--- src/rtl/integration_scheduler.sv ---
// Integration window scheduler: counter clear, TX snapshot and req/ack start to the UART
// transmitter. Optional SCHED_TIMESTAMP_EN adds a 48-bit snapshot timestamp.
module integration_scheduler #(
    parameter int unsigned TIME_W   = 64,
    parameter int unsigned FRAME_W  = 16,
    parameter int unsigned MIN_TIME = 4
) (
    input  logic               clk,
    input  logic               reset,
    input  logic               enable,
    input  logic [TIME_W-1:0]  integration_cycles,
    input  logic               cfg_load,
    input  logic               tx_busy,
    output logic               counter_clear,
    output logic               snapshot,
    output logic               tx_start,
    output logic [FRAME_W-1:0] frame_id,
    output logic [7:0]         overrun_count,
`ifdef SCHED_TIMESTAMP_EN
    output logic [47:0]        timestamp,
`endif
    output logic               active
);

    localparam logic [TIME_W-1:0] MinTime = TIME_W'(MIN_TIME);

    typedef enum logic [1:0] {StIdle, StStart, StRun} main_state_e;
    typedef enum logic [1:0] {TxIdle, TxReq, TxWait} tx_state_e;

    main_state_e        state_q, state_d;
    tx_state_e          tx_state_q, tx_state_d;
    logic [TIME_W-1:0]  timer_q, timer_d;
    logic [TIME_W-1:0]  period_q, period_d;
    logic [TIME_W-1:0]  cfg_shadow_q, cfg_shadow_d;
    logic               cfg_pending_q, cfg_pending_d;
    logic [FRAME_W-1:0] frame_id_q, frame_id_d;
    logic [7:0]         overrun_q, overrun_d;

    logic [TIME_W-1:0]  period_sel;
    logic [TIME_W-1:0]  period_new;
    logic               tx_free;

    always_comb begin
        period_sel = cfg_pending_q ? cfg_shadow_q : period_q;
        period_new = (period_sel < MinTime) ? MinTime : period_sel;
        tx_free    = (tx_state_q == TxIdle) && !tx_busy;

        state_d       = state_q;
        timer_d       = timer_q;
        period_d      = period_q;
        cfg_shadow_d  = cfg_shadow_q;
        cfg_pending_d = cfg_pending_q;
        frame_id_d    = frame_id_q;
        overrun_d     = overrun_q;
        counter_clear = 1'b0;
        snapshot      = 1'b0;

        unique case (state_q)
            StIdle: begin
                if (enable) state_d = StStart;
            end
            StStart: begin
                counter_clear = 1'b1;
                period_d      = period_new;
                timer_d       = period_new - TIME_W'(1);
                cfg_pending_d = 1'b0;
                state_d       = enable ? StRun : StIdle;
            end
            StRun: begin
                if (timer_q == '0) begin
                    counter_clear = 1'b1;
                    period_d      = period_new;
                    timer_d       = period_new - TIME_W'(1);
                    cfg_pending_d = 1'b0;
                    frame_id_d    = frame_id_q + FRAME_W'(1);
                    if (tx_free) begin
                        snapshot = 1'b1;
                    end else if (overrun_q != 8'hff) begin
                        overrun_d = overrun_q + 8'd1;
                    end
                end else begin
                    timer_d = timer_q - TIME_W'(1);
                end
                // Terminal actions above still apply when enable drops on the same cycle.
                if (!enable) state_d = StIdle;
            end
            default: state_d = StIdle;
        endcase

        // A load on the consuming boundary re-arms, so the newest value is never lost.
        if (cfg_load) begin
            cfg_shadow_d  = integration_cycles;
            cfg_pending_d = 1'b1;
        end
    end

    always_comb begin
        tx_state_d = tx_state_q;
        unique case (tx_state_q)
            TxIdle:  if (snapshot) tx_state_d = TxReq;
            TxReq:   if (tx_busy)  tx_state_d = TxWait;
            TxWait:  if (!tx_busy) tx_state_d = TxIdle;
            default: tx_state_d = TxIdle;
        endcase
    end

    always_ff @(posedge clk) begin
        if (reset) begin
            state_q       <= StIdle;
            tx_state_q    <= TxIdle;
            timer_q       <= '0;
            period_q      <= MinTime;
            cfg_shadow_q  <= '0;
            cfg_pending_q <= 1'b0;
            frame_id_q    <= '0;
            overrun_q     <= '0;
        end else begin
            state_q       <= state_d;
            tx_state_q    <= tx_state_d;
            timer_q       <= timer_d;
            period_q      <= period_d;
            cfg_shadow_q  <= cfg_shadow_d;
            cfg_pending_q <= cfg_pending_d;
            frame_id_q    <= frame_id_d;
            overrun_q     <= overrun_d;
        end
    end

    assign tx_start      = (tx_state_q == TxReq);
    assign active        = (state_q != StIdle);
    assign frame_id      = frame_id_q;
    assign overrun_count = overrun_q;

`ifdef SCHED_TIMESTAMP_EN
    logic [47:0] ts_cnt_q, ts_cnt_d;
    logic [47:0] timestamp_q, timestamp_d;

    always_comb begin
        ts_cnt_d    = ts_cnt_q + 48'd1;
        timestamp_d = snapshot ? ts_cnt_q : timestamp_q;
    end

    always_ff @(posedge clk) begin
        if (reset) begin
            ts_cnt_q    <= '0;
            timestamp_q <= '0;
        end else begin
            ts_cnt_q    <= ts_cnt_d;
            timestamp_q <= timestamp_d;
        end
    end

    assign timestamp = timestamp_q;
`endif

endmodule

--- config.mk ---
export PLATFORM = sky130hd
export DESIGN_NAME = integration_scheduler
export DESIGN_NICKNAME = d
export VERILOG_FILES = /design/src/rtl/integration_scheduler.sv
export SDC_FILE = /design/constraint.sdc
export NUM_CORES = 1
export LEC_CHECK = 0
export CAP_MARGIN = 15
export CORE_MARGIN = 2
export CORE_UTILIZATION = 30
export CTS_BUF_LIST = sky130_fd_sc_hd__clkbuf_8
export CTS_CLUSTER_SIZE = 28
export DETAILED_ROUTE_END_ITERATION = 7
export PLACE_DENSITY = 0.49
export SLEW_MARGIN = 0
export SYNTH_ARGS = -nofsm -noshare
export SYNTH_HDL_FRONTEND = slang
export SYNTH_SLANG_ARGS = --single-unit
--- constraint.sdc ---
create_clock -name clk -period 4.56 [get_ports clk]
set_clock_uncertainty 0.1 [all_clocks]
set_input_delay 0.456 -clock clk [delete_from_list [all_inputs] [get_ports clk]]
set_output_delay 0.456 -clock clk [all_outputs]
set_load 0.03 [all_outputs]
# [After elaboration in Yosys (flattened, before gate mapping)]
# Index checks and enable logic that the tools add are counted.
[classes] add_sub_neg=4 order_cmp=1 n_eq_ne=12 muxes=22 n_bitwise=1 n_reduce_logical=14
[ops] operator="$mux 64" count=4
[ops] operator="$pmux 64 s2" count=2
[ops] operator="$sub 64x1->64 const B" count=2
[ops] operator="$logic_not 64->1" count=1
[ops] operator="$lt 64x3->1 const B" count=1
[ops] operator="$add 16x1->16 const B" count=1
[ops] operator="$mux 2" count=6
[ops] operator="$ne 2x2->1 const B" count=6
[ops] operator="$pmux 2 s3" count=2
[ops] operator="$add 8x1->8 const B" count=1
[ops] operator="$ne 8x8->1 const B" count=1
[ops] operator="$reduce_and 2->1" count=4
[ops] operator="$mux 1" count=6
[ops] operator="$eq 2x1->1 const B" count=2
[ops] operator="$eq 2x2->1 const B" count=2
[ops] operator="$logic_not 2->1" count=2
[ops] operator="$pmux 1 s2" count=2
[ops] operator="$reduce_and 4->1" count=1
[ops] operator="$reduce_bool 2->1" count=2
[ops] operator="$ne 3x3->1 const B" count=1
[ops] operator="$reduce_and 3->1" count=1
[ops] operator="$reduce_bool 3->1" count=1
[ops] operator="$logic_and 1x1->1" count=1
[ops] operator="$logic_not 1->1" count=1
[ops] operator="$not 1->1" count=1
[totals] ff_bits=221 input_bits=69 output_inout_bits=28 word_cells=62

# [Depth between registers and ports, before layout]
[depth] word_depth=7 mapped_depth=19 mapped_depth_nobuf=12

# [Worst setup path after synthesis]
# Ideal clock, no wire load.
[synth_timing] kind="register to register" startpoint="reg cfg_pending_q" endpoint="reg timer_q[34]" setup_time_ns=0.134 t_arrival_ns=4.147 required_ns=4.326 slack_ns=0.179 stages_incl_launch_ff=18 n_path_buf=5 period_less_slack_ns=4.381 cell_sequence="dfxtp_1 buf_6 buf_6 or4_4 a222oi_1 and3_1 nand4_1 buf_2 buf_2 nand2_1 ha_1 o211ai_1 or3_1 or3_1 buf_2 a2111oi_4 xor2_1 o22ai_1"
[synth_via] elab_chain_cells=6
[synth_lines] item="start, declared" line_no="35" source="logic cfg_pending_q, cfg_pending_d;"
[synth_lines] item="start signal, assigned" line_no="123" source="cfg_pending_q <= cfg_pending_d;"
[synth_lines] item="$mux 64 *" line_no="44" source="period_sel = cfg_pending_q ? cfg_shadow_q : period_q;"
[synth_lines] item="$lt 64x3->1" line_no="45" source="period_new = (period_sel < MinTime) ? MinTime : period_sel;"
[synth_lines] item="$mux 64 *" line_no="45"
[synth_lines] item="$sub 64x1->64 *" line_no="65, 73"
[synth_lines] item="$mux 64" line_no="70" source="if (timer_q == '0) begin"
[synth_lines] item="$pmux 64 s2 *" line_no="58" source="unique case (state_q)"
[synth_lines] item="end signal, assigned" line_no="120" source="timer_q <= timer_d;"
[synth_lines] item="end, declared" line_no="32" source="logic [TIME_W-1:0] timer_q, timer_d;"
# Every way passes the cells marked *; elsewhere a longest branch is shown, timed or not.
# A chain may end at the register's enable or synchronous reset.

# [Worst setup path after layout]
[layout_timing] startpoint="reg timer_q[50]" endpoint="out snapshot"
[layout_via] elab_chain_cells=3
[layout_lines] item="$logic_not 64->1" line_no="70"
[layout_lines] item="$mux 1" line_no="70"
[layout_lines] item="$mux 1" line_no="58"
[layout_lines] item="end, declared" line_no="15" source="output logic snapshot,"
# No other way between the ends.

==> impl_metrics.yaml <==
placed_design:
  place_inst: 2180
  place.gp.congestion: 0.915
  hpwl_mm: 31.6
  io_buffer_count: 96
clock_tree:
  cts_max_path_buffers: 3
  cts.clk_slew.worst_paths_ps: 60
  cts-root-buf: "clkbuf_8"
  clk_latency_ps: 560
  cts_tree: "built"
  cts_max_level: 2
  cts_buffers: 41
  cts_sinks: 221
logic_synthesis:
  synthFlopType: "dfxtp_1"
  synth_edf_count: 0
  async_flop_share: 0
  avgSynthCellArea_um2: 8.01
  synth_fp_nets: 1676
  synth_seq_area_share: 0.346
  yosysWarningCount: 0
  synth_area_leaders: "dfxtp_1 (35%), mux2i_1 (9.7%), nor2_1 (5.3%), nand2_1 (5.0%), a21oi_1 (4.5%)"
  synth_area_um2: 12800
  synth-seq-cells: 221
  yosysTopAreaCellShare: 0.346
  synth_largest_area_cell: "dfxtp_1"
  synthCells: 1599
  synth_cell_type_count: 83
sta:
  tns_ps: 0
  period_share: 0.928
  slew_headroom: 0.259
  worst_pin_slew_ps: 1110
  rsz0062_at_grt: "no"
  drv_slew: 0
  setup_viol: 0
  period_needed_ps: 4230
  fmax_mhz: 236
  hold_viol_final: 0
worst_setup_path:
  crit_slowest_cell: "clkdlybuf4s50_1"
  r2r_setup_slack_ps: 340
  end_kind: "output pin"
  crit_top_cell: "nor3_1"
  crit_type: "flop to output pin"
  path_cells: "or4_1 > nor3_1 > nand4_1 > or3_1 > nor3_1 > clkdlybuf4s50_1"
  critPathLaunchType: "flop"
  worstPathMaxFanout: 7
  slowest_delay_ps: 720
  critPathRequiredTime_ps: 4000
  worstPathArrival_ps: 3670
floorplanning:
  start_util: 0.305
  die_h_um: 211
  row_count: 75
  die_w_um: 211
  core_um2: 42000
  die_area_um2: 44300
  io_pins: 97
route:
  post-route-drc-count: 0
  drt_iter0_drc: 1100
  via_count: 12400
  ant_nets: 0
  drtPass1Iterations: 5
  wl_mm: 44.1
  detail_route.wl_per_cell_um: 19.6
  via_per_inst: 5.50
power:
  power.density_nw_per_um2: 364
  vdd_drop_max_uv: 193
  leakage_nw: 5.44
worst_hold_path:
  hold_path_class: "input port to flop"
global_route:
  grt_pass1_wl_mm: 69.0
  grt_start_max_net_pins: 145
  grtUsageTotal: 0.196
  gr-total-overflow: 0
  antenna_found_initial: 0
  grt_pass1_vias: 11600
job:
  cap_violations: 0
layout:
  layout-drive-gt1-share: 0.104
  multi_input_area_um2: 7900
  fillers: 4424
  antenna_cells: 0
  stdcell_count: 2249
  area_growth_pct: 19.0
  nets: 1763
  regArea_um2: 4430
status:
  status: "complete, no violations"
-- final cells by class --
class | count | share of cell area
Clock buffer | 47 | 0.0425
Clock inverter | 20 | 0.00788
Inverter | 18 | 0.00443
Multi-Input combinational cell | 1255 | 0.519
Sequential cell | 221 | 0.291
Tap cell | 539 | 0.0443
Timing Repair Buffer | 149 | 0.0916
-- per-stage QoR --
step | cell area [um^2] | hold slack (ps) | worst slack [ps] | power, mW | utilization
global route | 15200 | 331 | 4.63 | 5.87 | 0.362
CTS | 15200 | 271 | 164 | 5.60 | 0.362
finish | 15200 | 310 | 329 | 5.55 | 0.362
detailed placement | 14400 | 361 | 161 | 3.72 | 0.344
floorplan | 12800 | 342 | 179 | 3.16 | -
global placement | 14400 | 357 | 312 | 3.71 | 0.344
-- sequential cells by signal, indices dropped and copies added (netlist names) --
register / flops
overrun_count: 8
period_q: 64
cfg_shadow_q: 64
tx_state_q: 2
state_q: 2
frame_id: 16
timer_q: 64
cfg_pending_q: 1
-- layout by cell type (no fill, tap or decap), types with 46 or more instances in the layout --
| cell | instances |
|---|---|
| a21oi_1 | 114 |
| buf_4 | 51 |
| clkbuf_8 | 47 |
| clkdlybuf4s50_1 | 94 |
| dfxtp_1 | 220 |
| mux2i_1 | 124 |
| nand2_1 | 171 |
| nor2_1 | 180 |
| nor3_1 | 88 |
| nor4_1 | 46 |
| o21ai_0 | 58 |
-- cell families (layout without fill, tap and decap cells) --
logic type / count (synthesis) / count (layout) / synth area share
AO/OA/AOI/OAI: 331 / 331 / 0.162
AND/OR/NAND/NOR: 714 / 714 / 0.289
adder cells (fa/ha/maj): 8 / 8 / 0.00782
XOR/XNOR: 61 / 61 / 0.0417
flip-flops: 221 / 221 / 0.346
multiplexers: 141 / 141 / 0.112
buffers and inverters: 123 / 234 / 0.0414
-- power by group --
part,switching [mW],internal [mW],total [mW]
clock,0.852,0.991,1.84
combinational,1.01,0.552,1.56
sequential,0.119,2.03,2.15
-- routing by layer --
metal  part of all wire  up-vias  track usage
met2               0.43      390        0.293
met3              0.054       77       0.0282
li1                   -     6069            -
met4              0.024        0       0.0576
met5                  0        -            0
met1               0.50     5828        0.291
-- repair_timing --
action	4_1_cts	5_1_grt
setup endpoints to repair	0	7
gates resized for setup	0	2
setup buffers	0	2
hold buffers	0	0
-- worst paths after layout --
check | startpoint | end | depth (start not counted)
max | timer_q[50] | snapshot | 6
min reg2reg | period_q[45] | period_q[45] | 2
min | reset | timer_q[61] | 2
max reg2reg | cfg_pending_q | timer_q[34] | 14
-- synthesized netlist by cell type, types with 6 or more instances --
cell type	count
nand4_1	28
nor2_1	180
buf_2	15
o22ai_1	41
buf_4	7
nor4b_1	11
xor2_1	17
a211oi_1	16
mux2i_1	124
inv_1	16
nor2b_1	6
a21oi_1	115
o2bb2ai_1	7
nand3_1	38
xnor2_1	44
ha_1	8
a22oi_1	8
or4_1	16
dfxtp_1	221
mux2_2	17
or3_1	31
and3_1	15
a31oi_1	18
o211ai_1	12
and4_1	14
or3b_2	6
clkbuf_1	77
nor3_1	89
nand2_1	171
o21ai_0	58
nor4_1	46
nor3b_1	16
-- critical path: cells and delay by family (launching register included) --
kind | cells | cell delay [ps]
buffers and inverters | 1 | 720
and+or+nand+nor | 5 | 2020
DFF | 1 | 380
Note: power is estimated with default switching activity, not from simulation.
